===== config.mk =====
export PLATFORM = sky130hd
export DESIGN_NAME = ro_scan_sequencer
export DESIGN_NICKNAME = d
export VERILOG_FILES = /design/src/rtl/ro_scan_sequencer_pkg.sv /design/src/rtl/ro_scan_sequencer_edge_counter.sv /design/src/rtl/ro_scan_sequencer.sv
export SDC_FILE = /design/constraint.sdc
export NUM_CORES = 1
export LEC_CHECK = 0
export CAP_MARGIN = 20
export CORE_ASPECT_RATIO = 0.8
export CORE_UTILIZATION = 27
export DETAILED_ROUTE_END_ITERATION = 7
export HOLD_SLACK_MARGIN = 0.08
export PLACE_DENSITY = 0.45
export SLEW_MARGIN = 20
export SYNTH_ARGS = -nofsm -noshare
export SYNTH_HDL_FRONTEND = slang
export SYNTH_HIERARCHICAL = 1
export SYNTH_SLANG_ARGS = --single-unit

===== constraint.sdc =====
create_clock -name clk -period 2.41 [get_ports clk]
set_input_delay 0.241 -clock clk [delete_from_list [all_inputs] [get_ports clk]]
set_output_delay 0.241 -clock clk [all_outputs]
set_load 0.02 [all_outputs]

===== src/rtl/ro_scan_sequencer_pkg.sv =====
// ============================================================================
// Module   : ro_pkg
// Purpose  : Shared types and helpers for the ring-oscillator scan sequencer.
// Revision : 1.0 - initial release
// ============================================================================
`default_nettype none

package ro_pkg;

    typedef enum logic [1:0] {
        IDLE   = 2'd0,
        SETTLE = 2'd1,
        COUNT  = 2'd2,
        DRAIN  = 2'd3
    } state_t;

    // Width of an oscillator index; a single oscillator still gets one bit.
    function automatic int roIdxW(input int numRo);
        return (numRo > 1) ? $clog2(numRo) : 1;
    endfunction

    function automatic logic [63:0] satInc(input logic [63:0] value,
                                           input logic [63:0] maxValue);
        return (value >= maxValue) ? maxValue : value + 64'd1;
    endfunction

    // Lowest set bit at or above position 'from', or -1 when none exists.
    function automatic int findSetFrom(input logic [15:0] bits, input int from);
        int idx;
        idx = -1;
        for (int i = 15; i >= 0; i--) begin
            if (bits[i] && (i >= from)) begin
                idx = i;
            end
        end
        return idx;
    endfunction

endpackage

`default_nettype wire


===== src/rtl/ro_scan_sequencer_edge_counter.sv =====
// ============================================================================
// Module   : ro_edge_counter
// Purpose  : Synchronises an asynchronous toggle, detects both edges and
//            accumulates them in a saturating counter with clear and enable.
// Revision : 1.0 - initial release
// ============================================================================
`default_nettype none

module ro_edge_counter
    import ro_pkg::*;
#(
    parameter int CNT_W = 16
) (
    input  logic             clk,
    input  logic             rst,
    input  logic             tog,
    input  logic             clr,
    input  logic             en,
    output logic [CNT_W-1:0] count,
    output logic             ovf
);

    localparam logic [63:0] c_cntMax = 64'((65'd1 << CNT_W) - 65'd1);

    logic             r_sync1;
    logic             r_sync2;
    logic             r_prev;
    logic [CNT_W-1:0] r_count;
    logic             r_ovf;
    logic             w_edge;
    logic             w_atMax;
    logic [CNT_W-1:0] w_countNext;

    assign w_edge      = r_sync2 ^ r_prev;
    assign w_atMax     = (64'(r_count) == c_cntMax);
    assign w_countNext = CNT_W'(satInc(64'(r_count), c_cntMax));

    // The synchroniser keeps running through clear so it is flushed by the
    // time counting is enabled.
    always_ff @(posedge clk) begin
        if (rst) begin
            r_sync1 <= 1'b0;
            r_sync2 <= 1'b0;
            r_prev  <= 1'b0;
            r_count <= '0;
            r_ovf   <= 1'b0;
        end else begin
            r_sync1 <= tog;
            r_sync2 <= r_sync1;
            r_prev  <= r_sync2;
            if (clr) begin
                r_count <= '0;
                r_ovf   <= 1'b0;
            end else if (en && w_edge) begin
                r_count <= w_countNext;
                if (w_atMax) begin
                    r_ovf <= 1'b1;
                end
            end
        end
    end

    assign count = r_count;
    assign ovf   = r_ovf;

endmodule

`default_nettype wire


===== src/rtl/ro_scan_sequencer.sv =====
// ============================================================================
// Module   : ro_scan_sequencer
// Purpose  : Scans masked ring oscillators one at a time through a shared
//            edge counter. Optional continuous mode via RO_SCAN_CONT_EN.
// Revision : 1.0 - initial release
// ============================================================================
`default_nettype none

module ro_scan_sequencer
    import ro_pkg::*;
#(
    parameter int NUM_RO        = 4,
    parameter int SETTLE_CYCLES = 8,
    parameter int WINDOW_CYCLES = 1024,
    parameter int CNT_W         = 16
) (
    input  logic                        clk,
    input  logic                        rst,
`ifdef RO_SCAN_CONT_EN
    input  logic                        cont,
`endif
    input  logic                        start,
    input  logic [NUM_RO-1:0]           mask,
    input  logic [NUM_RO-1:0]           ro_tog,
    output logic [NUM_RO-1:0]           ro_en,
    output logic                        busy,
    output logic                        sample_valid,
    input  logic                        sample_ready,
    output logic [roIdxW(NUM_RO)-1:0]   sample_id,
    output logic [CNT_W-1:0]            sample_count,
    output logic                        sample_ovf,
    output logic                        done
);

    localparam int c_roIdxW   = roIdxW(NUM_RO);
    localparam int c_timerMax = (SETTLE_CYCLES > WINDOW_CYCLES) ? SETTLE_CYCLES : WINDOW_CYCLES;
    localparam int c_timerW   = $clog2(c_timerMax + 1);
    localparam logic [c_timerW-1:0] c_settleLoad = c_timerW'(SETTLE_CYCLES - 1);
    localparam logic [c_timerW-1:0] c_windowLoad = c_timerW'(WINDOW_CYCLES - 1);
    localparam logic [c_timerW-1:0] c_timerOne   = c_timerW'(1);

    state_t                r_state;
    state_t                w_stateNext;
    logic [c_timerW-1:0]   r_timer;
    logic [c_timerW-1:0]   w_timerNext;
    logic [c_roIdxW-1:0]   r_sel;
    logic [c_roIdxW-1:0]   w_selNext;
    logic [NUM_RO-1:0]     r_mask;
    logic [NUM_RO-1:0]     w_maskNext;
    logic                  r_busy;
    logic                  w_busyNext;
    logic                  r_done;
    logic                  w_doneNext;
    logic                  w_cont;
    logic                  w_togSel;
    logic [NUM_RO-1:0]     w_roEn;
    int                    w_startIdx;
    int                    w_nextIdx;
    int                    w_firstIdx;

`ifdef RO_SCAN_CONT_EN
    assign w_cont = cont;
`else
    assign w_cont = 1'b0;
`endif

    assign w_startIdx = findSetFrom(16'(mask), 0);
    assign w_nextIdx  = findSetFrom(16'(r_mask), int'(r_sel) + 1);
    assign w_firstIdx = findSetFrom(16'(r_mask), 0);

    always_ff @(posedge clk) begin
        if (rst) begin
            r_state <= IDLE;
            r_timer <= '0;
            r_sel   <= '0;
            r_mask  <= '0;
            r_busy  <= 1'b0;
            r_done  <= 1'b0;
        end else begin
            r_state <= w_stateNext;
            r_timer <= w_timerNext;
            r_sel   <= w_selNext;
            r_mask  <= w_maskNext;
            r_busy  <= w_busyNext;
            r_done  <= w_doneNext;
        end
    end

    always_comb begin
        w_stateNext = r_state;
        w_timerNext = r_timer;
        w_selNext   = r_sel;
        w_maskNext  = r_mask;
        w_busyNext  = r_busy;
        w_doneNext  = 1'b0;
        case (r_state)
            IDLE: begin
                if (start && (mask != '0)) begin
                    w_maskNext  = mask;
                    w_selNext   = c_roIdxW'(w_startIdx);
                    w_timerNext = c_settleLoad;
                    w_stateNext = SETTLE;
                    w_busyNext  = 1'b1;
                end
            end
            SETTLE: begin
                if (r_timer == '0) begin
                    w_timerNext = c_windowLoad;
                    w_stateNext = COUNT;
                end else begin
                    w_timerNext = r_timer - c_timerOne;
                end
            end
            COUNT: begin
                if (r_timer == '0) begin
                    w_stateNext = DRAIN;
                end else begin
                    w_timerNext = r_timer - c_timerOne;
                end
            end
            DRAIN: begin
                if (sample_ready) begin
                    if (w_nextIdx >= 0) begin
                        w_selNext   = c_roIdxW'(w_nextIdx);
                        w_timerNext = c_settleLoad;
                        w_stateNext = SETTLE;
                    end else begin
                        // Scan boundary: either wrap to the first oscillator or stop.
                        w_doneNext = 1'b1;
                        if (w_cont) begin
                            w_selNext   = c_roIdxW'(w_firstIdx);
                            w_timerNext = c_settleLoad;
                            w_stateNext = SETTLE;
                        end else begin
                            w_stateNext = IDLE;
                            w_busyNext  = 1'b0;
                        end
                    end
                end
            end
            default: begin
                w_stateNext = IDLE;
            end
        endcase
    end

    always_comb begin
        w_roEn = '0;
        if ((r_state == SETTLE) || (r_state == COUNT)) begin
            w_roEn[r_sel] = 1'b1;
        end
    end

    generate
        if (NUM_RO == 1) begin : g_singleRo
            assign w_togSel = ro_tog[0];
        end else begin : g_multiRo
            assign w_togSel = ro_tog[r_sel];
        end
    endgenerate

    ro_edge_counter #(
        .CNT_W (CNT_W)
    ) u_edgeCounter (
        .clk   (clk),
        .rst   (rst),
        .tog   (w_togSel),
        .clr   (r_state == SETTLE),
        .en    (r_state == COUNT),
        .count (sample_count),
        .ovf   (sample_ovf)
    );

    assign ro_en        = w_roEn;
    assign busy         = r_busy;
    assign done         = r_done;
    assign sample_valid = (r_state == DRAIN);
    assign sample_id    = r_sel;

endmodule

`default_nettype wire


==> Word-level counts from Yosys, hierarchy flattened <==
Index checks and enable logic that the tools add are counted.
{ "totals": {"reg_bits": 41, "out_inout_bits": 26, "elab_cells": 90} }
{ "classes": {"addsub": 3, "order_cmp": 8, "eq_ne": 11, "n_mux": 34, "bitwise": 3, "reduce_logical": 20} }
{ "ops": {"columns": ["op", "count"], "rows": [
  ["$mux 32", 4],
  ["$mux 11", 5],
  ["$pmux 11 s4", 1],
  ["$ge 32x1->1 const B", 1],
  ["$mux 2", 10],
  ["$add 16x1->16 const B", 1],
  ["$eq 16x16->1 const B", 1],
  ["$ge 16x16->1 const B", 1],
  ["$mux 16", 1],
  ["$reduce_and 4->1", 4],
  ["$logic_not 11->1", 1],
  ["$sub 11x1->11 const B", 1],
  ["$ne 2x2->1 const B", 5],
  ["$pmux 2 s4", 1],
  ["$logic_and 1x1->1", 7],
  ["$mux 1", 7],
  ["$ge 1x3->1 const A", 2],
  ["$ge 2x3->1 const A", 2],
  ["$eq 2x2->1 const B", 2],
  ["$mux 4", 1],
  ["$ne 2x1->1 const B", 2],
  ["$pmux 2 s2", 1],
  ["$reduce_and 2->1", 2],
  ["$reduce_bool 4->1", 1],
  ["other kinds (14)", 15]
]} }

==> Longest topological paths before layout <==
Gate-level depths: netlist of the first run.
{ "depth": {"ltp_word": 11, "ltp_mapped": 9, "mapped_depth_nobuf": 7} }

==> Cells and area by module <==
Netlist of the first run, hierarchy kept.
{ "by_module_without_submodules": {"columns": ["module", "n_inst", "cells_each", "area_each_um2", "seq_area_each_um2"], "rows": [
  ["ro_scan_sequencer", 1, 173, 1372.6, 400.4],
  ["ro_edge_counter", 1, 106, 932.1, 400.4]
]} }

==> Least setup slack after synthesis of the first run <==
No wires, ideal clock.
{ "synth_timing": {"path_type": "reg-to-reg", "from": "register r_state[0]", "to": "register u_edgeCounter.r_ovf (netlist: u_edgeCounter/ovf)", "setup_time_ns": 0.070, "t_arrival_ns": 1.791, "t_required_ns": 2.340, "path_slack_ns": 0.549, "path_stages_with_launch": 8, "path_buffers": 1, "synth_period_minus_slack_ns": 1.861, "path_cell_list": "dfxtp_1 inv_1 ha_1 nand4_1 nor3_2 nand4_1 clkbuf_1 a21oi_1"} }
{ "synth_between": {"elab_chain_cells": 3, "word_cells_on_any_way": 5, "cone_classes": "eq/ne (2); reduce/logical (3)"} }
{ "synth_rtl": {"columns": ["element", "line", "text"], "rows": [
  ["start: declaration", "ro_scan_sequencer.sv:42", "state_t r_state;"],
  ["start signal: assignment", "ro_scan_sequencer.sv:80", "r_state <= w_stateNext;"],
  ["$eq 2x2->1", "ro_scan_sequencer.sv:169", ".en (r_state == COUNT),"],
  ["$logic_and 1x1->1", "ro_scan_sequencer_edge_counter.sv:54", "end else if (en && w_edge) begin"],
  ["$reduce_and 2->1 (no line)", null, null],
  ["end signal: assignment", "ro_scan_sequencer_edge_counter.sv:46", "r_ovf <= 1'b0;"],
  ["end signal: assignment", "ro_scan_sequencer_edge_counter.sv:53", "r_ovf <= 1'b0;"],
  ["end signal: assignment", "ro_scan_sequencer_edge_counter.sv:57", "r_ovf <= 1'b1;"],
  ["end: declaration", "ro_scan_sequencer_edge_counter.sv:29", "logic r_ovf;"]
]} }
Several ways; a longest one is shown, not always the timed one.
A chain may end at the register's enable or synchronous reset.

==> Final worst setup path of the first run <==
{ "layout_timing": {"from": "register r_state[1]", "to": "output port ro_en[3]"} }
{ "layout_between": {"elab_chain_cells": 3, "word_cells_on_any_way": 4, "cone_classes": "eq/ne (2); mux (1); reduce/logical (1)"} }
{ "layout_rtl": {"columns": ["element", "line", "text"], "rows": [
  ["$eq 2x1->1 or $eq 2x2->1 (tied branches)", "ro_scan_sequencer.sv:149", "if ((r_state == SETTLE) || (r_state == COUNT)) begin"],
  ["$logic_or 1x1->1 (*)", "ro_scan_sequencer.sv:149", null],
  ["$mux 4 (*)", "ro_scan_sequencer.sv:149", null],
  ["end: declaration", "ro_scan_sequencer.sv:25", "output logic [NUM_RO-1:0] ro_en,"]
]} }
Every way passes the cells marked *; elsewhere a longest branch is shown, timed or not.

==> metrics.log, run 1 <==
[metrics] result of the run: complete, no violations
[metrics] first-pass iteration count of the detailed router: 4
[metrics] Setup crit end kind: output port
[metrics] ports placed on the boundary: 38
[metrics] area fraction of the dominant cell type after synthesis: 34.74%
[metrics] number of antenna violations at the first check in global routing: 0
[metrics] total CTS buffers: 5
[metrics] setup repair after global routing missed its margin: false
[metrics] count of inserted antenna diode cells: 0
[metrics] Hold Slack: between 0.4 and 0.5 ns
[metrics] design internal power: 1.732 mW
[metrics] launching element type of the critical path: register
[metrics] Post-CTS Hold Buffers: 0
[metrics] Setup Total Neg Slack: 0 ns
[metrics] total number of clock tree sinks: 40
[metrics] gp weighted congestion: 0.8025
[metrics] count of nets left with antenna violations after detail routing: 0
[metrics] Sw Share: about two fifths
[metrics] maximum clock rate: 0.4404 GHz
[metrics] # resized after CTS: 0
[metrics] maximum number of pins on one net before global-route repair: 25
[metrics] vias in the first global route: 1968
[metrics] Die ar.: 0.008912 mm²
[metrics] most frequently used flop master after synthesis: sky130_fd_sc_hd__dfxtp_1
[metrics] H-Tree Level Count: 2
[metrics] number of max-cap violations: 0
[metrics] TritonCTS clock tree: yes
[metrics] Clock Path Buffers: 2
[metrics] synthesized area divided by synthesized cell count: 8.261 µm²
[metrics] count of input and output buffers: 37
[metrics] ratio of routed vias to standard cells: 5.218
[metrics] Reg power frac: roughly 31%
[metrics] cell row count: 29
[metrics] final global-route overflow total: 0
[metrics] Warnings, synthesis: 6
[metrics] global-route wire length before repair: 10060 µm
[metrics] total via count after detailed routing: 2228
[metrics] worst min path class: reg -> reg
[metrics] pwr/cell area: about 1000 mW/mm²
[metrics] final number of setup-violating endpoints: 0
[metrics] relative max-transition margin: 62.09%
[metrics] # Post-CTS Setup Buffers: 0
[metrics] minimum setup slack after placement: 0.3171 ns
[metrics] GRT Resource Usage Total: about 14%
[metrics] number of enable-type register cells in the synthesized netlist: 0
[metrics] Worst Setup Slack, final: 0.1396 ns
[metrics] share of cells above drive strength 1: a little under a tenth
[metrics] part of the Yosys area used for sequential elements: 34.74%
[metrics] area of the multi-input gates: 0.001406 mm²
[metrics] distinct cell type count after synthesis: 54
[metrics] post-detailed-placement cell area: 0.002815 mm²
[metrics] synthesized cell area: 0.002305 mm²
[metrics] Worst Skew: 0.007652 ns
[metrics] Max Fanout on Critical Path: 8
[metrics] Detailed Route Iter0 Violations: 104
[metrics] Synth area leader: sky130_fd_sc_hd__dfxtp_1
[metrics] width of the die: 105.3 µm
[metrics] post-route clock period utilization: 94.21%
[metrics] portion of total power attributed to the clock network: a little over a fifth
[metrics] static leakage: 1.032 nW
[metrics] IR Drop Worst-Case VDD: 0.3160 mV
[metrics] total routed wirelength: 6052 µm
[metrics] top cells by count, synth: sky130_fd_sc_hd__dfxtp_1 (40), sky130_fd_sc_hd__a21oi_1 (26), sky130_fd_sc_hd__nand2_1 (20), sky130_fd_sc_hd__nor2_1 (20), sky130_fd_sc_hd__nand3_1 (17)
[metrics] critical path class: reg -> out
[metrics] number of pins exceeding their max-slew limit in the final report: 0
[metrics] main area contributors after synthesis: sky130_fd_sc_hd__dfxtp_1 (35%), sky130_fd_sc_hd__a21oi_1 (5.6%), sky130_fd_sc_hd__ha_1 (4.3%), sky130_fd_sc_hd__nand3_1 (3.7%), sky130_fd_sc_hd__nand4_1 (3.5%)
[metrics] cells after synthesis: 279
[metrics] Combinational Power Share: 48.7%
[metrics] number of fill cells: 856
[metrics] post-route cell area: 0.002947 mm²
[metrics] worst-skew pair later-pin latency: 0.29 ns
[metrics] shortest clock period the worst path allows after layout: 2.270 ns
[metrics] number of remaining DRC errors: 0
[metrics] Clock transition at path regs: 0.08 ns
[metrics] area growth from synthesis to layout: 27.85%
[metrics] FFs w/ async S/R, synth: 0%
[metrics] buffer type at the clock tree root: sky130_fd_sc_hd__clkbuf_8
[metrics] Worst Max-Slew Pin Slew: 0.5656 ns
[metrics] synthesis-stage register bit count: 40
[metrics] most repeated cell in the gate-level netlist after synthesis: sky130_fd_sc_hd__dfxtp_1
[metrics] Required @ worst endpoint: roughly 2.2 ns
[metrics] Net Count, Synth: 299
[metrics] wire per inst: 14.17 µm
[metrics] Sequential cell area: around 800 µm²
[metrics] switching power total: between 1 and 1.5 mW
[metrics] Total Nets Final: 338
[metrics] endpoints failing hold: 0
[metrics] data arrival time of the critical path: 2.03 ns
[metrics] starting density of the core: 28.48%
[metrics] DP Wirelength: 4293 µm
[metrics] area inside the core boundary: 0.008092 mm²
[metrics] Die Y-Extent: 84.64 µm
[metrics] final core utilization: 36.42%
-- registers in the layout, summed over array words and instances, names as in the netlist --
| name | cells |
|---|---|
| u_edgeCounter/count | 16 |
| r_timer | 11 |
| r_mask | 3 |
| r_state | 2 |
| sample_id | 2 |
| busy | 1 |
| done | 1 |
| u_edgeCounter/ovf | 1 |
| u_edgeCounter/r_prev | 1 |
| u_edgeCounter/r_sync1 | 1 |
| u_edgeCounter/r_sync2 | 1 |
-- kinds of logic (layout without fill, tap and decap cells) --
logic type | Yosys count | in the layout | synth area share, %
XOR/XNOR | 12 | 12 | 4.887
multiplexers | 5 | 5 | 2.714
flip-flops | 40 | 40 | 34.74
adder cells (fa/ha/maj) | 8 | 8 | 4.343
buffers and inverters | 26 | 66 | 4.343
AND/OR/NAND/NOR | 116 | 116 | 28.07
AO/OA/AOI/OAI | 72 | 72 | 20.90
-- power groups by stage --
stage                     sequential [mW]  clock (mW)  combinational (mW)
after floorplan                     0.887           0                1.03
final                               0.898       0.612                1.43
after global placement              0.916           0                1.45
after global routing                0.917       0.662                1.60
after detailed placement            0.914           0                1.42
after CTS                           0.898       0.640                1.43
-- cells in the final DEF, fill, tap and decap left out, drive strengths merged, types with 3 or more instances in the layout --
cell / Yosys / routed
a211oi: 6 / 6
a21oi: 26 / 26
a311oi: 3 / 3
a41oi: 3 / 3
and3: 4 / 4
buf: 4 / 7
clkbuf: 8 / 7
clkdlybuf4s50: 0 / 36
dfxtp: 40 / 40
ha: 8 / 8
inv: 14 / 14
mux2i: 4 / 4
nand2: 20 / 20
nand3: 17 / 17
nand4: 13 / 13
nor2: 21 / 21
nor2b: 7 / 7
nor3: 8 / 8
nor3b: 3 / 3
nor4: 8 / 8
o21ai: 13 / 13
o31ai: 4 / 4
or2: 3 / 3
or4: 3 / 3
xnor2: 9 / 9
xor2: 3 / 3
-- layer usage --
metal  global-route usage [%]  vias up  wire (µm)
li1                         -     1121          -
met1                    21.39     1051       3329
met2                    19.62       51       2405
met3                    3.261        5        271
met4                    3.841        0         45
met5                        0        -          0
-- critical path: stages, from the launching register on --
cell	delay, ns
sky130_fd_sc_hd__dfxtp_1	0.41
sky130_fd_sc_hd__inv_1	0.11
sky130_fd_sc_hd__ha_2	0.43
sky130_fd_sc_hd__and3_1	0.17
sky130_fd_sc_hd__clkdlybuf4s50_1	0.61
-- layout make-up --
cell class              instances  area share [%]
multi-input cells             213           47.73
flip-flops and latches         40           27.18
repair buffers                 44           14.44
well taps                     108           4.586
clock buffers                   7           3.270
inverters                      14           1.783
clock inverters                 1           1.019
-- worst paths after layout --
check,startpoint,endpoint,slack (ns),cells after the start
min,u_edgeCounter/ovf,u_edgeCounter/ovf,0.45,2
max reg2reg,r_state[0],u_edgeCounter/count[11],0.28,7
min reg2reg,u_edgeCounter/ovf,u_edgeCounter/ovf,0.45,2
max,r_state[1],ro_en[3],0.14,4
-- per-stage QoR --
step	cells	power [mW]
after floorplan	279	1.913
after global placement	419	2.369
after detailed placement	419	2.334
after CTS	427	2.967
after global routing	427	3.179
final	427	2.945
No activity file was read; power rests on OpenSTA's default activity.
==> run 2, diff against run 1 <==
Settings changed: CAP_MARGIN 20 to default.
==> results of run 2 <==
The final DEF is identical to that of run 1; final timing and power are the same.
